### src/rtl/sample_collector_pkg.sv
// Shared definitions for sample_collector: sample word field bounds, FSM encoding
// and FIFO entry width (64 bits when SAMPLE_COLLECTOR_TIMESTAMP_EN is defined).
package sample_collector_pkg;

  localparam int CNT_MSB = 31;
  localparam int CNT_LSB = 16;
  localparam int POS_MSB = 15;
  localparam int POS_LSB = 1;
  localparam int VAL_BIT = 0;

  localparam logic [3:0] ST_IDLE    = 4'b0001;
  localparam logic [3:0] ST_ISSUE   = 4'b0010;
  localparam logic [3:0] ST_WAIT    = 4'b0100;
  localparam logic [3:0] ST_CAPTURE = 4'b1000;

`ifdef SAMPLE_COLLECTOR_TIMESTAMP_EN
  localparam int ENTRY_W = 64;
`else
  localparam int ENTRY_W = 32;
`endif

  typedef logic [ENTRY_W-1:0] entry_t;

  function automatic logic [CNT_MSB-CNT_LSB:0] sampleCnt(input logic [31:0] word);
    return word[CNT_MSB:CNT_LSB];
  endfunction

  function automatic logic [POS_MSB-POS_LSB:0] samplePos(input logic [31:0] word);
    return word[POS_MSB:POS_LSB];
  endfunction

endpackage

### src/rtl/sample_collector_if.sv
// Signal bundle between sample_collector (master) and the pin array / host (slave).
// SAMPLE_COLLECTOR_TIMESTAMP_EN adds current_time and widens fifo_dout.
interface sample_collector_if #(
  parameter int FIFO_DEPTH = 32
);
  import sample_collector_pkg::*;

  logic                        enable;
  logic                        output_sample;
  logic [7:0]                  channel_select;
  logic [31:0]                 sample_data;
  logic                        fifo_rd;
  entry_t                      fifo_dout;
  logic                        fifo_empty;
  logic [$clog2(FIFO_DEPTH):0] fifo_count;
  logic                        overflow;
  logic                        clear_overflow;
`ifdef SAMPLE_COLLECTOR_TIMESTAMP_EN
  logic [31:0]                 current_time;
`endif

  modport master (
    input  enable, sample_data, fifo_rd, clear_overflow,
`ifdef SAMPLE_COLLECTOR_TIMESTAMP_EN
    input  current_time,
`endif
    output output_sample, channel_select, fifo_dout, fifo_empty, fifo_count, overflow
  );

  modport slave (
    output enable, sample_data, fifo_rd, clear_overflow,
`ifdef SAMPLE_COLLECTOR_TIMESTAMP_EN
    output current_time,
`endif
    input  output_sample, channel_select, fifo_dout, fifo_empty, fifo_count, overflow
  );

endinterface

### src/rtl/sample_fifo.sv
// Synchronous first-word-fall-through FIFO with active-low async reset.
// A write and a read in the same cycle both succeed, even when full.
module sample_fifo #(
  parameter int WIDTH = 32,
  parameter int DEPTH = 32
) (
  input  logic                   clk,
  input  logic                   reset,
  input  logic                   wr_en_i,
  input  logic [WIDTH-1:0]       wr_data_i,
  input  logic                   rd_en_i,
  output logic [WIDTH-1:0]       rd_data_o,
  output logic [$clog2(DEPTH):0] count_o,
  output logic                   empty_o,
  output logic                   full_o
);
  localparam int AW = $clog2(DEPTH);
  localparam logic [AW:0] FULL_CNT = (AW+1)'(DEPTH);

  logic [WIDTH-1:0] mem_q [DEPTH];
  logic [AW-1:0]    wrPtr_q;
  logic [AW-1:0]    rdPtr_q;
  logic [AW:0]      count_q;
  logic             doRead;
  logic             doWrite;

  assign empty_o   = (count_q == '0);
  assign full_o    = (count_q == FULL_CNT);
  assign doRead    = rd_en_i && !empty_o;
  assign doWrite   = wr_en_i && (!full_o || doRead);
  assign count_o   = count_q;
  // Empty reads as zero so the head is defined straight out of reset.
  assign rd_data_o = empty_o ? '0 : mem_q[rdPtr_q];

  always_ff @(posedge clk) begin
    if (doWrite) mem_q[wrPtr_q] <= wr_data_i;
  end

  always_ff @(posedge clk or negedge reset) begin
    if (!reset) begin
      wrPtr_q <= '0;
      rdPtr_q <= '0;
      count_q <= '0;
    end else begin
      if (doWrite) wrPtr_q <= wrPtr_q + 1'b1;
      if (doRead)  rdPtr_q <= rdPtr_q + 1'b1;
      case ({doWrite, doRead})
        2'b10:   count_q <= count_q + 1'b1;
        2'b01:   count_q <= count_q - 1'b1;
        default: count_q <= count_q;
      endcase
    end
  end

endmodule

### src/rtl/sample_collector.sv
// Round-robin scanner of the pin sample return bus; new samples go into a FWFT FIFO.
// Reset is active-low. SAMPLE_COLLECTOR_TIMESTAMP_EN prepends current_time to entries.
module sample_collector
  import sample_collector_pkg::*;
#(
  parameter int NUM_CHANNELS = 16,
  parameter int FIFO_DEPTH   = 32
) (
  input logic                clk,
  input logic                reset,
  sample_collector_if.master bus
);
  localparam int CH_W = (NUM_CHANNELS > 1) ? $clog2(NUM_CHANNELS) : 1;
  localparam logic [CH_W-1:0] LAST_CH = CH_W'(NUM_CHANNELS - 1);

  logic [3:0]      state_q, state_d;
  logic [CH_W-1:0] chan_q, chan_d;
  logic            strobe_q;
  logic [7:0]      chanSel_q;
  logic [15:0]     lastCnt_q [2**CH_W];
  logic            overflow_q;
  logic            isNew;
  logic            pushReq;
  logic            fifoFull;
  logic            dropWord;
  entry_t          entry;

  assign isNew = (samplePos(bus.sample_data) == 15'(chan_q)) &&
                 (sampleCnt(bus.sample_data) != lastCnt_q[chan_q]);
  assign pushReq = (state_q == ST_CAPTURE) && isNew;
  // A full FIFO is never empty, so a concurrent fifo_rd always frees a slot.
  assign dropWord = pushReq && fifoFull && !bus.fifo_rd;

`ifdef SAMPLE_COLLECTOR_TIMESTAMP_EN
  assign entry = {bus.current_time, bus.sample_data};
`else
  assign entry = bus.sample_data;
`endif

  assign bus.output_sample  = strobe_q;
  assign bus.channel_select = chanSel_q;
  assign bus.overflow       = overflow_q;

  always_comb begin
    state_d = state_q;
    chan_d  = chan_q;
    case (state_q)
      ST_IDLE: begin
        if (bus.enable) begin
          state_d = ST_ISSUE;
          chan_d  = '0;
        end
      end
      ST_ISSUE: state_d = ST_WAIT;
      ST_WAIT:  state_d = ST_CAPTURE;
      ST_CAPTURE: begin
        chan_d  = (chan_q == LAST_CH) ? '0 : chan_q + 1'b1;
        state_d = bus.enable ? ST_ISSUE : ST_IDLE;
      end
      default: state_d = ST_IDLE;
    endcase
  end

  // Strobe and channel are registered from the next state so they are high for ISSUE only.
  always_ff @(posedge clk or negedge reset) begin
    if (!reset) begin
      state_q    <= ST_IDLE;
      chan_q     <= '0;
      strobe_q   <= 1'b0;
      chanSel_q  <= '0;
      overflow_q <= 1'b0;
      for (int i = 0; i < 2**CH_W; i++) lastCnt_q[i] <= '0;
    end else begin
      state_q  <= state_d;
      chan_q   <= chan_d;
      strobe_q <= (state_d == ST_ISSUE);
      if (state_d == ST_ISSUE) chanSel_q <= 8'(chan_d);
      if (pushReq) lastCnt_q[chan_q] <= sampleCnt(bus.sample_data);
      if (dropWord) overflow_q <= 1'b1;
      else if (bus.clear_overflow) overflow_q <= 1'b0;
    end
  end

  sample_fifo #(
    .WIDTH(ENTRY_W),
    .DEPTH(FIFO_DEPTH)
  ) u_fifo (
    .clk       (clk),
    .reset     (reset),
    .wr_en_i   (pushReq),
    .wr_data_i (entry),
    .rd_en_i   (bus.fifo_rd),
    .rd_data_o (bus.fifo_dout),
    .count_o   (bus.fifo_count),
    .empty_o   (bus.fifo_empty),
    .full_o    (fifoFull)
  );

endmodule
### src/flat_wrapper.sv
// flat-port wrapper written by rule: the top's interface ports become plain ports
module sample_collector_flat import sample_collector_pkg::*;
#(
  parameter int NUM_CHANNELS = 16,
  parameter int FIFO_DEPTH   = 32
)
  (clk, reset, bus_enable, bus_sample_data, bus_fifo_rd, bus_clear_overflow, bus_output_sample, bus_channel_select, bus_fifo_dout, bus_fifo_empty, bus_fifo_count, bus_overflow);
  sample_collector_if #(.FIFO_DEPTH(FIFO_DEPTH)) bus_i ();
  input logic clk;
  input logic reset;
  input wire logic [$bits(bus_i.enable)-1:0] bus_enable;
  input wire logic [$bits(bus_i.sample_data)-1:0] bus_sample_data;
  input wire logic [$bits(bus_i.fifo_rd)-1:0] bus_fifo_rd;
  input wire logic [$bits(bus_i.clear_overflow)-1:0] bus_clear_overflow;
  output wire logic [$bits(bus_i.output_sample)-1:0] bus_output_sample;
  output wire logic [$bits(bus_i.channel_select)-1:0] bus_channel_select;
  output wire logic [$bits(bus_i.fifo_dout)-1:0] bus_fifo_dout;
  output wire logic [$bits(bus_i.fifo_empty)-1:0] bus_fifo_empty;
  output wire logic [$bits(bus_i.fifo_count)-1:0] bus_fifo_count;
  output wire logic [$bits(bus_i.overflow)-1:0] bus_overflow;
  assign bus_i.enable = bus_enable;
  assign bus_i.sample_data = bus_sample_data;
  assign bus_i.fifo_rd = bus_fifo_rd;
  assign bus_i.clear_overflow = bus_clear_overflow;
  assign bus_output_sample = bus_i.output_sample;
  assign bus_channel_select = bus_i.channel_select;
  assign bus_fifo_dout = bus_i.fifo_dout;
  assign bus_fifo_empty = bus_i.fifo_empty;
  assign bus_fifo_count = bus_i.fifo_count;
  assign bus_overflow = bus_i.overflow;
  sample_collector #(.NUM_CHANNELS(NUM_CHANNELS), .FIFO_DEPTH(FIFO_DEPTH)) u_core (.clk(clk), .reset(reset), .bus(bus_i));
endmodule
### config.mk
export PLATFORM = sky130hd
export DESIGN_NAME = sample_collector_flat
export DESIGN_NICKNAME = d
export VERILOG_FILES = /design/src/rtl/sample_collector_pkg.sv /design/src/rtl/sample_collector_if.sv /design/src/rtl/sample_fifo.sv /design/src/rtl/sample_collector.sv /design/src/flat_wrapper.sv
export SDC_FILE = /design/constraint.sdc
export NUM_CORES = 2
export LEC_CHECK = 0
export ABC_AREA = 1
export CAP_MARGIN = 20
export CORE_ASPECT_RATIO = 1.25
export CORE_MARGIN = 3
export CORE_UTILIZATION = 55
export CTS_CLUSTER_DIAMETER = 200
export DETAILED_ROUTE_END_ITERATION = 10
export HOLD_SLACK_MARGIN = 0.15
export PLACE_DENSITY_LB_ADDON = 0.3
export SKIP_LAST_GASP = 1
export SLEW_MARGIN = 20
export SYNTH_ARGS = -nofsm -noshare
export SYNTH_HDL_FRONTEND = slang
export SYNTH_SLANG_ARGS = --single-unit
export TNS_END_PERCENT = 100
### constraint.sdc
create_clock -name clk -period 3.84 [get_ports clk]
set_input_delay 0.768 -clock clk [delete_from_list [all_inputs] [get_ports clk]]
set_output_delay 0.768 -clock clk [all_outputs]
set_load 0.005 [all_outputs]
Word level (Yosys, flattened, before mapping)
Memory sizes are Yosys's and may differ from the RTL's.
Index checks and enable logic that the tools add are counted.
{"block": "classes", "eq_ne": 11, "order_cmp": 2, "bitwise_logic": 1, "mux": 18, "n_addsub": 5, "reduce_logical": 14}
{"op": "$bwmux 256", "n": 1}
{"op": "$bmux 16 s4", "n": 1}
{"op": "$demux 16 s4", "n": 1}
{"op": "$mux 16", "n": 3}
{"op": "$mux 32", "n": 1}
{"op": "$ne 16x16->1", "n": 1}
{"op": "$pmux 4 s4", "n": 1}
{"op": "$eq 15x4->1", "n": 1}
{"op": "$mux 4", "n": 3}
{"op": "$pmux 6 s2", "n": 1}
{"op": "$add 5x1->5 const B", "n": 2}
{"op": "$eq 4x2->1 const B", "n": 2}
{"op": "$eq 4x4->1 const B", "n": 2}
{"op": "$pmux 4 s2", "n": 1}
{"op": "$logic_and 1x1->1", "n": 7}
{"op": "$add 6x1->6 const B", "n": 1}
{"op": "$eq 6x6->1 const B", "n": 1}
{"op": "$logic_not 6->1", "n": 1}
{"op": "$sub 6x1->6 const B", "n": 1}
{"op": "$ge 5x5->1 const B", "n": 1}
{"op": "$lt 5x1->1 const B", "n": 1}
{"op": "$not 4->5", "n": 1}
{"op": "$add 4x1->4 const B", "n": 1}
{"op": "$eq 4x1->1 const B", "n": 1}
{"op": "8 further kinds", "n": 14}
{"block": "word_totals", "regBits": 286, "memories": 1, "wordCells": 76, "ramBits": 1024}
{"memory": "u_core.u_fifo.mem_q", "words": 32, "width": 32, "rd": 1, "rd_ports_with_merged_regs": 0, "write_ports": 1, "line": "sample_fifo.sv:20", "rtl": "logic [WIDTH-1:0] mem_q [DEPTH];"}

Longest topological paths before layout
{"block": "depth", "depth_word": 10, "depth_mapped": 31, "mapped_depth_nobuf": 29}

Cells and area by module
Synthesis repeated with hierarchy kept, for this count alone.
{"block": "hier_totals", "cells_unflattened": 6061, "area_unflattened_um2": 58254.6}
{"mod": "sample_fifo", "instances": 1, "area_each_um2": 43459.2, "cells_each": 3962}
{"mod": "sample_collector", "instances": 1, "area_each_um2": 14795.4, "cells_each": 2099}

Least setup slack after synthesis
OpenSTA, ideal clock, no wires.
{"block": "synth_timing", "path_type": "in2reg", "start": "in bus_sample_data[14]", "end": "mem u_core.u_fifo.mem_q[0][0] (enable)", "cell_stages": 6, "setup_time_ps": 421, "t_arrival_ps": 3489, "slack_ps": -71, "required_time_ps": 3419, "cell_sequence": "or3_1 -> nor4_4 -> nand2_8 -> nor2_4 -> nand2_1 -> nor2_1"}
{"block": "synth_between", "elab_chain_cells": 6}
{"element": "from (decl)", "line": "flat_wrapper.sv:12", "rtl": "input wire logic [$bits(bus_i.sample_data)-1:0] bus_sample_data;"}
{"element": "$eq 15x4->1", "line": "sample_collector.sv:28", "rtl": "assign isNew = (samplePos(bus.sample_data) == 15'(chan_q)) &&"}
{"element": "$logic_and 1x1->1", "line": "sample_collector.sv:28"}
{"element": "$logic_and 1x1->1", "line": "sample_collector.sv:30", "rtl": "assign pushReq = (state_q == ST_CAPTURE) && isNew;"}
{"element": "$logic_and 1x1->1", "line": "sample_fifo.sv:30", "rtl": "assign doWrite = wr_en_i && (!full_o || doRead);"}
{"element": "$mux 1", "line": "sample_fifo.sv:36", "rtl": "if (doWrite) mem_q[wrPtr_q] <= wr_data_i;"}
{"element": "$mux 1 (implied by the code)", "line": "sample_fifo.sv:36"}
{"element": "to (decl)", "line": "sample_fifo.sv:20"}
No other way between the ends.

Worst setup path after layout
{"block": "layout_timing", "start": "reg u_core.u_fifo.rdPtr_q[0]", "end": "out bus_fifo_dout[28]"}
{"block": "layout_between", "elab_chain_cells": 2}
{"element": "from (decl)", "line": "sample_fifo.sv:22", "rtl": "logic [AW-1:0] rdPtr_q;"}
{"element": "from (signal assigned)", "line": "sample_fifo.sv:46", "rtl": "if (doRead) rdPtr_q <= rdPtr_q + 1'b1;"}
{"element": "$mem_v2 32x32"}
{"element": "$mux 32", "line": "sample_fifo.sv:33", "rtl": "assign rd_data_o = empty_o ? '0 : mem_q[rdPtr_q];"}
{"element": "to (decl)", "line": "flat_wrapper.sv:17", "rtl": "output wire logic [$bits(bus_i.fifo_dout)-1:0] bus_fifo_dout;"}
No other way between the ends.

==> qor.txt <==
Layout area overhead: 20.7%
Dpl ws: -0.325 ns
Initial DRT Pass Iterations: 7
Power per Cell Area: 657 nW/um^2
Die area: 102000 um^2
Std cell rows: 127
Worst Setup Start Kind: flip-flop
Failing checks: setup timing
# fillers: 6715
Adder-cell share of the synthesized area: 0.00339
Largest net degree at the start of global routing: 87
Vias per inst: 6.14
CTS Root Cell: clkbuf_16
Post-DP HPWL: 90700 um
Final wirelength: 159000 um
Hold path startpoint: u_core.bus.channel_select[1]
Number of flops mapped to enable cells by yosys: 1024
Largest family of logic cells by synthesized area: compound AO/OA/AOI/OAI gates
First-pass GRT wire length: 235000 um
Post-Route Skew: 0.0312 ns
Core area: 96600 um^2
I/O pins: 86
GRT Residual Overflow: 0
Cells on worst reg2reg path: 30
Post-DP Area: 59300 um^2
Worst Hold End: u_core.bus.channel_select[1]
WS Path Type: reg -> out
DR vias: 39600
Worst hold stages: 2
Critical Path AT: 3.24 ns
Nets@finish: 5103
Top-area cell type share of the netlist area: 0.570
Worst-Margin Slew: 0.724 ns
Clock tree buffer depth: 3
Clk Latency, worst-skew pair: 0.71 ns
IO Port Bufs: 81
Ys async rst share: 0.218
Final setup vio count: 7
H-tree depth reported by CTS: 3
Die Wd: 286 um
Max Freq: 250 MHz
Final Cycle Share: 1.04
Initial Utilization: 0.558
Yosys top cell by area: edfxtp_1
CTS tree: done
Critical path endpoint category: output pin
Fin crit period: 4.01 ns
Reg-to-reg critical path startpoint: u_core.chan_q[0]
Status: complete, but fails checks
Final hold viol count: 0
Reg2Reg Capture Point: u_core.u_fifo.count_o[5]
Ys Warns: 0
Drt wl/cell: 24.7 um
Maxcap violations: 0
Cts bufs inserted: 117
Maximum VDD drop: 0.000455 V
Reg clk slew, reported paths: 0.06 ns
Final Max Tran Viols: 0
Fin util: 0.674
Synth area leaders: edfxtp_1 (57%), dfrtp_1 (13%), o21ai_0 (7.1%), nand2_1 (5.8%), nor2_1 (5.0%)
Post-synthesis mux area share: 0
Design Area, Final: 65100 um^2
Sequential-to-total area share from yosys stat: 0.703
GP Congestion: 0.848
Iter 0 DRT Violations: 5176
Worst Setup Slack, final: -0.167 ns
Yosys cell types: 46
Total GRT Usage: 0.308
Synth Area in XOR/XNOR: 0.00193
Clock sinks: 1310
Req. time, crit path: 3.07 ns
Antenna viol nets, final: 0
Syn avg cell area: 11.3 um^2
RSZ-0062 raised after global routing: yes
Compound-Gate Fraction of Synth Area: 0.126
Flop-to-flop setup slack: 0.24 ns
Leak: 23.9 nW
Hold crit path type: reg -> reg
Mapped Area: 53900 um^2
Most common flop cell mapped by yosys: edfxtp_1
Post-Synth Simple-Gate Area: 0.126
Worst rel slew slack: 0.517
Post-Syn Instances: 4779
Die Height: 356 um
Vias in the first global route: 38500
Synth Register Bits: 1310
DRC: 0
Critical path fanouts, max: 13
Fraction of layout cells with a size suffix above 1: 0.142
Antenna violations before repair: 3
critical path, cell delays in order, from the launching register on:
cell             delay (ns)
dfrtp_4                0.50
buf_12                 0.17
buf_4                  0.17
inv_8                  0.13
o21ai_0                0.11
o221ai_1               0.18
nand3_1                0.13
nand3_1                0.14
o21ai_2                0.12
a41oi_2                0.18
buf_4                  0.16
clkdlybuf4s50_1        0.53
state kept, by name, indices dropped and copies added (netlist names), 4 cells and up:
register,cells
u_core.u_fifo.count_o,6
u_core.bus.channel_select,4
u_core.lastCnt_q,256
u_core.chan_q,4
u_core.u_fifo.mem_q,1024
u_core.state_q,4
u_core.u_fifo.wrPtr_q,5
u_core.u_fifo.rdPtr_q,5
metrics by stage:
step                std cells  TNS [ns]  hold WS [ns]  power, W
finish                   6443    -0.547         0.479    0.0428
floorplan                4782    -57.63         0.443    0.0225
detailed placement       6142   -160.59         0.466    0.0283
CTS                      6422     -3.41         0.482    0.0421
global route             6442     -1.66         0.497    0.0443
global placement         6142   -220.63         0.457    0.0281
worst max-delay path by stage:
stage,from,end,slack [ns],depth (start not counted)
floorplan,bus_sample_data[14],u_core.u_fifo.mem_q[0][0],-0.07,6
global placement,bus_sample_data[12],u_core.u_fifo.count_o[5],-0.44,21
detailed placement,bus_sample_data[10],u_core.u_fifo.count_o[5],-0.32,22
CTS,u_core.u_fifo.rdPtr_q[1],bus_fifo_dout[22],-0.28,10
global route,u_core.u_fifo.rdPtr_q[0],bus_fifo_dout[28],-0.25,11
finish,u_core.u_fifo.rdPtr_q[0],bus_fifo_dout[28],-0.17,11
timing repair:
action | CTS | global route
hold buffers | 1 | 0
pin swaps | 18 | 47
hold endpoints to repair | 82 | 0
setup buffers | 34 | 15
gates resized for setup | 130 | 122
gates cloned | 26 | 6
setup endpoints to repair | 32 | 34
cell type report:
type                    count  area, um^2  area share
flip-flops and latches   1310       37900       0.582
clock inverters            65         611     0.00938
multi-input cells        2948       14500       0.222
well taps                1290        1610      0.0248
repair buffers            478        6400      0.0984
diodes                      1        2.50   0.0000384
repair inverters            4        48.8    0.000749
inverters                 193         783      0.0120
clock buffers             154        3270      0.0502
synth_stat cells (all sizes together) (2+ instances only):
cell / count
edfxtp: 1024
o21ai: 861
nand2: 846
nor2: 729
dfrtp: 285
clkbuf: 229
inv: 190
o22ai: 159
nand3: 125
buf: 102
o221ai: 88
a211oi: 23
a41oi: 21
o211ai: 17
ha: 13
a221oi: 12
a31oi: 11
xor2: 9
nor3: 7
a21oi: 5
nor4: 5
nand4: 4
clkinv: 3
o31ai: 2
or2: 2
xnor2: 2
cell families (layout without fill, tap and decap cells):
family                     after synthesis  in the layout
and+or+nand+nor                       1720           1720
other                                    1              5
AOI/OAI and AO/OA                     1199           1199
DFF                                   1310           1310
xor gates and xnor gates                11             11
buffers and inverters                  524            894
adders and majority gates               14             14
cell usage in the layout (no fill, tap or decap), types with 7 or more instances in the layout:
master              n
o21ai_1           124
a211oi_1            7
nor3_1              7
clkinv_2           23
bufbuf_16          15
buf_8               7
buf_12            133
buf_4             199
buf_16             21
o211ai_1           17
dfrtp_1           279
nand2_1           828
nand3_1           115
a31oi_1            10
nand3_2             8
buf_6              16
nand2_2            16
clkinv_1           24
edfxtp_1         1024
a41oi_2            15
a211oi_2           16
nor2_2             11
xor2_1              8
bufinv_16          11
dlymetal6s2s_1     10
o221ai_1           84
ha_1               13
buf_2              10
nor2_1            681
o22ai_1           159
clkdlybuf4s50_1    49
inv_1             184
clkbuf_2            7
a221oi_1           10
o21ai_0           732
nor2_4             36
clkbuf_1           24
clkbuf_16         130
metal layers:
metal / vias to the layer above / global-route usage / part of all wire
li1: 17400 / - / -
met1: 19100 / 0.387 / 0.35
met2: 2505 / 0.510 / 0.49
met3: 472 / 0.0557 / 0.10
met4: 2 / 0.165 / 0.052
met5: - / 0 / 0.000082
power breakdown:
part	switching, W	internal (W)
clock network	0.00515	0.00672
logic	0.00931	0.00609
registers	0.000133	0.0154
(Power assumes the default switching activity.)
